`src/rtl/pipe_reg_e_pkg.sv`:
```
// Shared constants and update-select helper for the decode->execute register.
// The same NOP encoding is reused by the decode/memory stage registers.
package pipe_reg_e_pkg;

  localparam logic [31:0] NOP_ENC = 32'h0000_0013;

  localparam int LSI_LB  = 7;
  localparam int LSI_LH  = 6;
  localparam int LSI_LW  = 5;
  localparam int LSI_LBU = 4;
  localparam int LSI_LHU = 3;
  localparam int LSI_SB  = 2;
  localparam int LSI_SH  = 1;
  localparam int LSI_SW  = 0;

  typedef enum logic [1:0] {
    UPD_NOP,
    UPD_HOLD,
    UPD_LOAD
  } upd_e;

  // rst > bubble > stall > load; an invalid load collapses to a NOP
  function automatic upd_e upd_sel(
    input logic rst,
    input logic bubble,
    input logic stall,
    input logic valid
  );
    upd_e u;
    if (rst || bubble) u = UPD_NOP;
    else if (stall) u = UPD_HOLD;
    else if (!valid) u = UPD_NOP;
    else u = UPD_LOAD;
    return u;
  endfunction

endpackage

```
`src/rtl/pipe_reg_e_if.sv`:
```
// Decode->execute bundle: decode fields in, registered regE fields out.
// Counter ports are always present; they read 0 unless PIPE_PERF_CNT_EN.
interface pipe_reg_e_if #(
  parameter int XLEN  = 32,
  parameter int CNT_W = 32
);

  logic            ctrl_i_regE_stall;
  logic            ctrl_i_regE_bubble;

  logic            decode_i_valid;
  logic [XLEN-1:0] decode_i_pc;
  logic [31:0]     decode_i_instr;
  logic [4:0]      decode_i_rs1;
  logic [4:0]      decode_i_rs2;
  logic [4:0]      decode_i_rd;
  logic            decode_i_reg_wen;
  logic [XLEN-1:0] decode_i_imm;
  logic [7:0]      decode_i_load_store_info;

  logic            regE_o_valid;
  logic [XLEN-1:0] regE_o_pc;
  logic [31:0]     regE_o_instr;
  logic [4:0]      regE_o_rs1;
  logic [4:0]      regE_o_rs2;
  logic [4:0]      regE_o_rd;
  logic            regE_o_reg_wen;
  logic [XLEN-1:0] regE_o_imm;
  logic [7:0]      regE_o_load_store_info;

  logic [CNT_W-1:0] regE_o_stall_cnt;
  logic [CNT_W-1:0] regE_o_bubble_cnt;
  logic [CNT_W-1:0] regE_o_issue_cnt;

  modport master (
    output ctrl_i_regE_stall,
    output ctrl_i_regE_bubble,
    output decode_i_valid,
    output decode_i_pc,
    output decode_i_instr,
    output decode_i_rs1,
    output decode_i_rs2,
    output decode_i_rd,
    output decode_i_reg_wen,
    output decode_i_imm,
    output decode_i_load_store_info,
    input  regE_o_valid,
    input  regE_o_pc,
    input  regE_o_instr,
    input  regE_o_rs1,
    input  regE_o_rs2,
    input  regE_o_rd,
    input  regE_o_reg_wen,
    input  regE_o_imm,
    input  regE_o_load_store_info,
    input  regE_o_stall_cnt,
    input  regE_o_bubble_cnt,
    input  regE_o_issue_cnt
  );

  modport slave (
    input  ctrl_i_regE_stall,
    input  ctrl_i_regE_bubble,
    input  decode_i_valid,
    input  decode_i_pc,
    input  decode_i_instr,
    input  decode_i_rs1,
    input  decode_i_rs2,
    input  decode_i_rd,
    input  decode_i_reg_wen,
    input  decode_i_imm,
    input  decode_i_load_store_info,
    output regE_o_valid,
    output regE_o_pc,
    output regE_o_instr,
    output regE_o_rs1,
    output regE_o_rs2,
    output regE_o_rd,
    output regE_o_reg_wen,
    output regE_o_imm,
    output regE_o_load_store_info,
    output regE_o_stall_cnt,
    output regE_o_bubble_cnt,
    output regE_o_issue_cnt
  );

endinterface

```
`src/rtl/pipe_reg_e_perf_counter.sv`:
```
// Wrapping event counter with synchronous active-high clear.
module pipe_perf_counter #(
  parameter int CNT_W = 32
) (
  input  logic             clk,
  input  logic             rst,
  input  logic             inc,
  output logic [CNT_W-1:0] cnt
);

  localparam logic [CNT_W-1:0] ONE = CNT_W'(1);

  always_ff @(posedge clk) begin
    if (rst) cnt <= '0;
    else if (inc) cnt <= cnt + ONE;
  end

endmodule

```
`src/rtl/pipe_reg_e.sv`:
```
// Decode->execute pipeline register with stall hold and NOP bubble.
// Optional perf counters are built only when PIPE_PERF_CNT_EN is defined.
module pipe_reg_e
  import pipe_reg_e_pkg::*;
#(
  parameter int          XLEN      = 32,
  parameter logic [31:0] NOP_INSTR = NOP_ENC,
  parameter int          CNT_W     = 32
) (
  input logic          clk,
  input logic          rst,
  pipe_reg_e_if.slave  bus
);

  upd_e upd;

  logic            valid_q;
  logic [XLEN-1:0] pc_q;
  logic [31:0]     instr_q;
  logic [4:0]      rs1_q;
  logic [4:0]      rs2_q;
  logic [4:0]      rd_q;
  logic            wen_q;
  logic [XLEN-1:0] imm_q;
  logic [7:0]      lsi_q;

  always_comb begin
    upd = upd_sel(rst,
                  bus.ctrl_i_regE_bubble,
                  bus.ctrl_i_regE_stall,
                  bus.decode_i_valid);
  end

  always_ff @(posedge clk) begin
    unique case (upd)
      UPD_NOP: begin
        valid_q <= 1'b0;
        pc_q    <= '0;
        instr_q <= NOP_INSTR;
        rs1_q   <= '0;
        rs2_q   <= '0;
        rd_q    <= '0;
        wen_q   <= 1'b0;
        imm_q   <= '0;
        lsi_q   <= '0;
      end
      UPD_LOAD: begin
        valid_q <= 1'b1;
        pc_q    <= bus.decode_i_pc;
        instr_q <= bus.decode_i_instr;
        rs1_q   <= bus.decode_i_rs1;
        rs2_q   <= bus.decode_i_rs2;
        rd_q    <= bus.decode_i_rd;
        wen_q   <= bus.decode_i_reg_wen;
        imm_q   <= bus.decode_i_imm;
        lsi_q   <= bus.decode_i_load_store_info;
      end
      default: begin
      end
    endcase
  end

  assign bus.regE_o_valid           = valid_q;
  assign bus.regE_o_pc              = pc_q;
  assign bus.regE_o_instr           = instr_q;
  assign bus.regE_o_rs1             = rs1_q;
  assign bus.regE_o_rs2             = rs2_q;
  assign bus.regE_o_rd              = rd_q;
  assign bus.regE_o_reg_wen         = wen_q;
  assign bus.regE_o_imm             = imm_q;
  assign bus.regE_o_load_store_info = lsi_q;

`ifdef PIPE_PERF_CNT_EN
  logic stall_inc;
  logic bubble_inc;
  logic issue_inc;

  // reset clears counters inside the counter itself
  assign stall_inc  = bus.ctrl_i_regE_stall && !bus.ctrl_i_regE_bubble;
  assign bubble_inc = bus.ctrl_i_regE_bubble;
  assign issue_inc  = (upd == UPD_LOAD);

  pipe_perf_counter #(.CNT_W(CNT_W)) u_stall_cnt (
    .clk (clk),
    .rst (rst),
    .inc (stall_inc),
    .cnt (bus.regE_o_stall_cnt)
  );

  pipe_perf_counter #(.CNT_W(CNT_W)) u_bubble_cnt (
    .clk (clk),
    .rst (rst),
    .inc (bubble_inc),
    .cnt (bus.regE_o_bubble_cnt)
  );

  pipe_perf_counter #(.CNT_W(CNT_W)) u_issue_cnt (
    .clk (clk),
    .rst (rst),
    .inc (issue_inc),
    .cnt (bus.regE_o_issue_cnt)
  );
`else
  assign bus.regE_o_stall_cnt  = '0;
  assign bus.regE_o_bubble_cnt = '0;
  assign bus.regE_o_issue_cnt  = '0;
`endif

endmodule
```
`src/flat_wrapper.sv`:
```
// flat-port wrapper written by rule: the top's interface ports become plain ports
module pipe_reg_e_flat import pipe_reg_e_pkg::*;
#(
  parameter int          XLEN      = 32,
  parameter logic [31:0] NOP_INSTR = NOP_ENC,
  parameter int          CNT_W     = 32
)
  (clk, rst, bus_ctrl_i_regE_stall, bus_ctrl_i_regE_bubble, bus_decode_i_valid, bus_decode_i_pc, bus_decode_i_instr, bus_decode_i_rs1, bus_decode_i_rs2, bus_decode_i_rd, bus_decode_i_reg_wen, bus_decode_i_imm, bus_decode_i_load_store_info, bus_regE_o_valid, bus_regE_o_pc, bus_regE_o_instr, bus_regE_o_rs1, bus_regE_o_rs2, bus_regE_o_rd, bus_regE_o_reg_wen, bus_regE_o_imm, bus_regE_o_load_store_info, bus_regE_o_stall_cnt, bus_regE_o_bubble_cnt, bus_regE_o_issue_cnt);
  pipe_reg_e_if #(.XLEN(XLEN), .CNT_W(CNT_W)) bus_i ();
  input logic clk;
  input logic rst;
  input wire logic [$bits(bus_i.ctrl_i_regE_stall)-1:0] bus_ctrl_i_regE_stall;
  input wire logic [$bits(bus_i.ctrl_i_regE_bubble)-1:0] bus_ctrl_i_regE_bubble;
  input wire logic [$bits(bus_i.decode_i_valid)-1:0] bus_decode_i_valid;
  input wire logic [$bits(bus_i.decode_i_pc)-1:0] bus_decode_i_pc;
  input wire logic [$bits(bus_i.decode_i_instr)-1:0] bus_decode_i_instr;
  input wire logic [$bits(bus_i.decode_i_rs1)-1:0] bus_decode_i_rs1;
  input wire logic [$bits(bus_i.decode_i_rs2)-1:0] bus_decode_i_rs2;
  input wire logic [$bits(bus_i.decode_i_rd)-1:0] bus_decode_i_rd;
  input wire logic [$bits(bus_i.decode_i_reg_wen)-1:0] bus_decode_i_reg_wen;
  input wire logic [$bits(bus_i.decode_i_imm)-1:0] bus_decode_i_imm;
  input wire logic [$bits(bus_i.decode_i_load_store_info)-1:0] bus_decode_i_load_store_info;
  output wire logic [$bits(bus_i.regE_o_valid)-1:0] bus_regE_o_valid;
  output wire logic [$bits(bus_i.regE_o_pc)-1:0] bus_regE_o_pc;
  output wire logic [$bits(bus_i.regE_o_instr)-1:0] bus_regE_o_instr;
  output wire logic [$bits(bus_i.regE_o_rs1)-1:0] bus_regE_o_rs1;
  output wire logic [$bits(bus_i.regE_o_rs2)-1:0] bus_regE_o_rs2;
  output wire logic [$bits(bus_i.regE_o_rd)-1:0] bus_regE_o_rd;
  output wire logic [$bits(bus_i.regE_o_reg_wen)-1:0] bus_regE_o_reg_wen;
  output wire logic [$bits(bus_i.regE_o_imm)-1:0] bus_regE_o_imm;
  output wire logic [$bits(bus_i.regE_o_load_store_info)-1:0] bus_regE_o_load_store_info;
  output wire logic [$bits(bus_i.regE_o_stall_cnt)-1:0] bus_regE_o_stall_cnt;
  output wire logic [$bits(bus_i.regE_o_bubble_cnt)-1:0] bus_regE_o_bubble_cnt;
  output wire logic [$bits(bus_i.regE_o_issue_cnt)-1:0] bus_regE_o_issue_cnt;
  assign bus_i.ctrl_i_regE_stall = bus_ctrl_i_regE_stall;
  assign bus_i.ctrl_i_regE_bubble = bus_ctrl_i_regE_bubble;
  assign bus_i.decode_i_valid = bus_decode_i_valid;
  assign bus_i.decode_i_pc = bus_decode_i_pc;
  assign bus_i.decode_i_instr = bus_decode_i_instr;
  assign bus_i.decode_i_rs1 = bus_decode_i_rs1;
  assign bus_i.decode_i_rs2 = bus_decode_i_rs2;
  assign bus_i.decode_i_rd = bus_decode_i_rd;
  assign bus_i.decode_i_reg_wen = bus_decode_i_reg_wen;
  assign bus_i.decode_i_imm = bus_decode_i_imm;
  assign bus_i.decode_i_load_store_info = bus_decode_i_load_store_info;
  assign bus_regE_o_valid = bus_i.regE_o_valid;
  assign bus_regE_o_pc = bus_i.regE_o_pc;
  assign bus_regE_o_instr = bus_i.regE_o_instr;
  assign bus_regE_o_rs1 = bus_i.regE_o_rs1;
  assign bus_regE_o_rs2 = bus_i.regE_o_rs2;
  assign bus_regE_o_rd = bus_i.regE_o_rd;
  assign bus_regE_o_reg_wen = bus_i.regE_o_reg_wen;
  assign bus_regE_o_imm = bus_i.regE_o_imm;
  assign bus_regE_o_load_store_info = bus_i.regE_o_load_store_info;
  assign bus_regE_o_stall_cnt = bus_i.regE_o_stall_cnt;
  assign bus_regE_o_bubble_cnt = bus_i.regE_o_bubble_cnt;
  assign bus_regE_o_issue_cnt = bus_i.regE_o_issue_cnt;
  pipe_reg_e #(.XLEN(XLEN), .NOP_INSTR(NOP_INSTR), .CNT_W(CNT_W)) u_core (.clk(clk), .rst(rst), .bus(bus_i));
endmodule
```
`config.mk`:
```
export PLATFORM = sky130hd
export DESIGN_NAME = pipe_reg_e_flat
export DESIGN_NICKNAME = d
export VERILOG_FILES = /design/src/rtl/pipe_reg_e_pkg.sv /design/src/rtl/pipe_reg_e_if.sv /design/src/rtl/pipe_reg_e_perf_counter.sv /design/src/rtl/pipe_reg_e.sv /design/src/flat_wrapper.sv
export SDC_FILE = /design/constraint.sdc
export NUM_CORES = 1
export LEC_CHECK = 0
export BUFFER_PORTS_ARGS = -buffer_cell sky130_fd_sc_hd__buf_2
export CORE_MARGIN = 10
export CORE_UTILIZATION = 35
export CTS_CLUSTER_DIAMETER = 150
export DETAILED_ROUTE_END_ITERATION = 16
export GPL_TIMING_DRIVEN = 0
export PLACE_DENSITY = 0.69
export REMOVE_ABC_BUFFERS = 1
export SLEW_MARGIN = 20
export SYNTH_ARGS = -nofsm -noshare
export SYNTH_HDL_FRONTEND = slang
export SYNTH_SLANG_ARGS = --single-unit
```
`constraint.sdc`:
```
create_clock -name clk -period 4.6 [get_ports clk]
set_input_delay 0.92 -clock clk [delete_from_list [all_inputs] [get_ports clk]]
set_output_delay 0.92 -clock clk [all_outputs]
set_load 0.005 [all_outputs]
```
==> results.json, run 1 <==
{
  "synth_adder_area_share": 0,
  "vdd_ir_drop_max_mv": 0.210,
  "post-cts-setup-buffer-count": 0,
  "cts_inserted_buffers": 17,
  "final-setup-viol-count": 0,
  "groute.layer.met3.usage": 0.0769,
  "synth_compound_area_frac": 0,
  "worstMarginPinSlew_ns": 0.843,
  "leakage_dissipation_uw": 0.00348,
  "final-hold-violation-count": 0,
  "fin_crit_sh": 0.524,
  "status": "completed",
  "drive_gt1_frac": 0.451,
  "final.fill_count": 1345,
  "number_of_antenna_violations_at_the_first_check_in_global_routing": 0,
  "yosys.area_share.simple": 0.149,
  "first_pass_iters": 4,
  "num-nets-final": 736,
  "routed_wl_mm": 14.3,
  "clock_tree_from_tritoncts": "built",
  "syn_avg_cell_area_um2": 14.9,
  "std_cell_rows": 44,
  "hold_path_cell_cnt": 2,
  "viasPerCell": 4.02,
  "drtIter0Drc": 83,
  "placedCellCount": 776,
  "port_buffers": 245,
  "post-route-drc-count": 0,
  "critical_path.cell_chain": "buf_2 > nor4b_4 > buf_8 > buf_6 > buf_4 > nand2b_1",
  "core-area_um2": 14600,
  "power_density_nw_per_um2": 385,
  "yosys.cell_types.count": 11,
  "critPathTopFamily": "simple AND/OR/NAND/NOR gates",
  "clk_transition_reported_paths_ns": 0.05,
  "cp_num_cells": 6,
  "post-route-min-period_ns": 2.41,
  "maximum_number_of_pins_on_one_net_before_global_route_repair": 62,
  "setup_total_negative_slack_ns": 0,
  "drtAntennaViolNets": 0,
  "synth-seq-cells": 121,
  "vias": 3239,
  "fmaxAchievable_mhz": 415,
  "yosysWarnings": 0,
  "synth_area_um2": 5270,
  "layout.cells.most_common_list": "245 x sky130_fd_sc_hd__buf_2, 121 x sky130_fd_sc_hd__edfxtp_1, 117 x sky130_fd_sc_hd__and2_1",
  "io_pins": 342,
  "unrepaired_setup_endpoints_after_global_routing": "false",
  "overflow": 0,
  "antennaDiodeCount": 0,
  "mostFrequentLayoutCell": "sky130_fd_sc_hd__buf_2",
  "chip_width_um": 143,
  "required_ns": 4.75,
  "dominant_combinational_cell_family_by_area_after_synthesis": "buffers and inverters",
  "ctsHoldBuffers": 0,
  "timing.max_cap.violations": 0,
  "cts_resized": 0,
  "start_util": 0.360,
  "crit_path_end_kind": "register",
  "seq_area_frac_synth": 0.690,
  "slew_headroom": 0.436,
  "grt.busiest_layer": "met2",
  "gp_congestion": 0.779,
  "area_growth_syn_to_layout_pct": 30.3,
  "critical-path-max-stage-delay_ns": 0.77,
  "grt.met1_usage": 0.134,
  "cpMaxStageDelayCell": "sky130_fd_sc_hd__nor4b_4",
  "utilization": 0.468,
  "syn_inst": 354,
  "worst_setup_path_start_kind": "input port",
  "drv_slew": 0,
  "layout.cells.non_filler": 805,
  "timing_worst_setup_path_type": "in2reg",
  "critical_path_peak_fanout": 23,
  "critPathArrivalTime_ns": 2.56,
  "cts-root-buf": "sky130_fd_sc_hd__clkbuf_16",
  "grt.met2_usage": 0.222,
  "cts_max_path_buffers": 2,
  "cp_num_buf_inv": 4,
  "grt_util_all_layers": 0.132,
  "min_path_type": "in2reg",
  "clkSinkCount": 121,
  "first_global_vias": 3695,
  "synth.area.mux_share": 0,
  "post_drt_wl_per_cell_um": 17.8,
  "fp.dieArea_um2": 20300,
  "die_h_um": 143,
  "wire_length_of_the_first_global_routing_pass_mm": 20.5,
  "place_hpwl_mm": 11.4,
  "yosys.area_share.xor_xnor": 0,
  "htree_num_levels": 4
}
final timing paths:
check | start | endpoint
hold / removal | bus_decode_i_instr[1] | u_core.bus.regE_o_instr[1]$_SDFFCE_PP1P_
setup / recovery | bus_ctrl_i_regE_stall | u_core.bus.regE_o_instr[0]$_SDFFCE_PP1P_
power by group:
group | total, uW | internal, uW | switching, uW
Combinational | 189 | 88.0 | 101
Sequential | 1280 | 1270 | 14.4
Clock | 1170 | 722 | 448
Total | 2640 | 2080 | 564
state kept, by name, indices dropped and copies added, names as in the netlist:
register,flops
u_core.bus.regE_o_rs1,5
u_core.bus.regE_o_load_store_info,8
u_core.bus.regE_o_instr,32
u_core.bus.regE_o_pc,32
u_core.bus.regE_o_imm,32
u_core.bus.regE_o_valid,1
u_core.bus.regE_o_rs2,5
u_core.bus.regE_o_reg_wen,1
u_core.bus.regE_o_rd,5
synth_stat cells:
cell type	n	area (um^2)
sky130_fd_sc_hd__and2_1	117	732
sky130_fd_sc_hd__buf_2	1	5.00
sky130_fd_sc_hd__buf_4	96	721
sky130_fd_sc_hd__buf_6	10	113
sky130_fd_sc_hd__clkbuf_1	2	7.51
sky130_fd_sc_hd__conb_1	1	3.75
sky130_fd_sc_hd__edfxtp_1	121	3630
sky130_fd_sc_hd__nand2_1	1	3.75
sky130_fd_sc_hd__nand2b_1	3	18.8
sky130_fd_sc_hd__nor2_1	1	3.75
sky130_fd_sc_hd__nor4b_4	1	23.8
layout make-up:
type / count / area, um^2 / area share
sequential: 121 / 3630 / 0.530
clock buffer: 18 / 429 / 0.0626
tap: 184 / 230 / 0.0336
multi-input combinational: 219 / 1150 / 0.168
timing repair buffer: 252 / 1330 / 0.194
clock inverter: 11 / 85.1 / 0.0124
metrics by stage:
step / setup WS (ns) / total power, uW / cell area [um^2] / hold slack [ns]
floorplan: 0.554 / 1360 / 4780 / 1.10
global placement: -0.621 / 1490 / 6230 / 1.19
detailed placement: 1.71 / 1490 / 6340 / 1.18
CTS: 2.16 / 2680 / 6860 / 0.752
global route: 2.00 / 2750 / 6860 / 0.762
finish: 2.19 / 2640 / 6860 / 0.773
cells by family (layout without fill, tap and decap cells):
group	after synthesis	after routing
flip-flops	121	121
AND/OR/NAND/NOR	123	123
other	1	96
buffers and inverters	109	281
routing by layer:
layer  up-vias  routed length, um
met1      1499               5320
met2       222               7070
met3        11               1740
li1       1507                  -
met5         -                  0
met4         0                175
No activity file was read; power rests on OpenSTA's default activity.
==> inputs of run 2 (changes only) <==
PLACE_DENSITY = 0.72   (was 0.69)
clock period = 2.2 ns   (was 4.6 ns; I/O delays follow)
==> run 2 against run 1 <==
Against the previous run:
- final cell count grew 0.87%
- critical path depth did not move
- core utilization grew 0.99 points
- combinational power up 110%
- via count up 0.99%
==> results.json, run 2 (same netlist as run 1, synthesis figures left out) <==
{
  "worst_setup_path_start_kind": "input port",
  "drtIter0Drc": 98,
  "combinationalPowerShare": 0.065,
  "cts_resized": 0,
  "power_switching_share": 0.201,
  "cp_num_buf_inv": 4,
  "crit_path_end_kind": "register",
  "drive_gt1_frac": 0.455,
  "routed_wl_mm": 14.3,
  "gp_congestion": 0.756,
  "cpMaxStageDelayCell": "sky130_fd_sc_hd__nor4b_4",
  "required_ns": 2.47,
  "final-setup-viol-count": 0,
  "start_util": 0.360,
  "fin_crit_sh": 0.694,
  "number_of_antenna_violations_at_the_first_check_in_global_routing": 2,
  "post-route-min-period_ns": 1.53,
  "cts_max_path_buffers": 2,
  "vdd_ir_drop_max_mv": 0.442,
  "leakage_dissipation_uw": 0.00354,
  "ctsHoldBuffers": 0,
  "chip_width_um": 143,
  "grt_util_all_layers": 0.135,
  "first_global_vias": 3581,
  "area_growth_syn_to_layout_pct": 33.0,
  "final.fill_count": 1318,
  "min_path_type": "in2reg",
  "timing_worst_setup_path_type": "in2reg",
  "utilization": 0.478,
  "io_pins": 342,
  "critical-path-max-stage-delay_ns": 0.46,
  "critical_path_peak_fanout": 20,
  "cts-root-buf": "sky130_fd_sc_hd__clkbuf_16",
  "maximum_number_of_pins_on_one_net_before_global_route_repair": 50,
  "htree_num_levels": 4,
  "post-route-drc-count": 0,
  "power_frac_seq": 0.443,
  "port_buffers": 245,
  "unrepaired_setup_endpoints_after_global_routing": "false",
  "wire_length_of_the_first_global_routing_pass_mm": 20.4,
  "clkSinkCount": 121,
  "first_pass_iters": 4,
  "power_uw": 6050,
  "vias": 3271,
  "drtAntennaViolNets": 0,
  "post-cts-setup-buffer-count": 0,
  "overflow": 0,
  "clk_transition_reported_paths_ns": 0.05,
  "fmaxAchievable_mhz": 655,
  "clock_tree_from_tritoncts": "built",
  "cell_internal_pwr_uw": 4830,
  "fp.dieArea_um2": 20300,
  "total_switching_power_uw": 1220,
  "core-area_um2": 14600,
  "place_hpwl_mm": 11.3,
  "cts_inserted_buffers": 17,
  "critPathTopFamily": "buffers and inverters",
  "mostFrequentLayoutCell": "sky130_fd_sc_hd__buf_2",
  "std_cell_rows": 44,
  "share_clk_of_total_power": 0.492,
  "drv_slew": 0,
  "final-hold-violation-count": 0,
  "critPathArrivalTime_ns": 1.80,
  "status": "completed",
  "num-nets-final": 738,
  "layout.cells.most_common_list": "245 x sky130_fd_sc_hd__buf_2, 121 x sky130_fd_sc_hd__edfxtp_1, 117 x sky130_fd_sc_hd__and2_1",
  "post_drt_wl_per_cell_um": 17.6,
  "die_h_um": 143,
  "critical_path.cell_chain": "buf_2 > nor4b_4 > buf_6 > buf_8 > buf_4 > and2_1",
  "viasPerCell": 4.03,
  "timing.max_cap.violations": 0,
  "power_density_nw_per_um2": 864,
  "final_hold_slack_ns": 0.294
}
==> run 2: cell count changes in the layout (fill, tap and decap cells not counted), sizes merged <==
cell / previous run / this run
inv: 0 / 1
clkinvlp: 0 / 1
diode: 0 / 2
clkinv: 10 / 7
buf: 252 / 254
bufinv: 1 / 5
==> run 2: power groups by stage <==
stage	Sequential (uW)	Clock, uW	Combinational [uW]
after floorplan	2760	0	91.6
after global placement	2740	0	370
after detailed placement	2730	0	391
after CTS	2680	3050	392
after global routing	2690	3150	440
final	2680	2980	395
==> run 2: per-stage QoR <==
stage	setup TNS, ns	instances	instance area (um^2)	worst slack, ns
6_report	0	812	7000	0.673
5_1_grt	0	811	7000	0.554
4_1_cts	0	810	7000	0.669
3_5_place_dp	0	778	6370	0.230
3_3_place_gp	-639.15	769	6230	-2.84
2_1_floorplan	-232.09	340	4780	-1.37
==> run 2: area by class of cell <==
cell class	instances	area (um^2)	share of cell area
flip-flops and latches	121	3630	0.519
clock inverters	14	203	0.0289
diodes	2	5.00	0.000715
multi-input cells	219	1150	0.164
well taps	184	230	0.0329
repair buffers	254	1350	0.193
clock buffers	18	429	0.0613
==> run 2: final timing paths <==
| path | startpoint | end | slack, ns | cells past startpoint |
|---|---|---|---|---|
| worst max-delay path | bus_ctrl_i_regE_stall | u_core.bus.regE_o_imm[7]$_SDFFCE_PP0P_ | 0.67 | 6 |
| worst min-delay path | bus_decode_i_instr[1] | u_core.bus.regE_o_instr[1]$_SDFFCE_PP1P_ | 0.29 | 2 |
==> run 2: per-layer routing <==
layer  global-route usage  vias to the layer above  routed length [um]
met2                0.221                      222                6970
li1                     -                     1513                   -
met4               0.0668                        2                 312
met5                    0                        -                  13
met1                0.138                     1510                5280
met3               0.0723                       24                1710
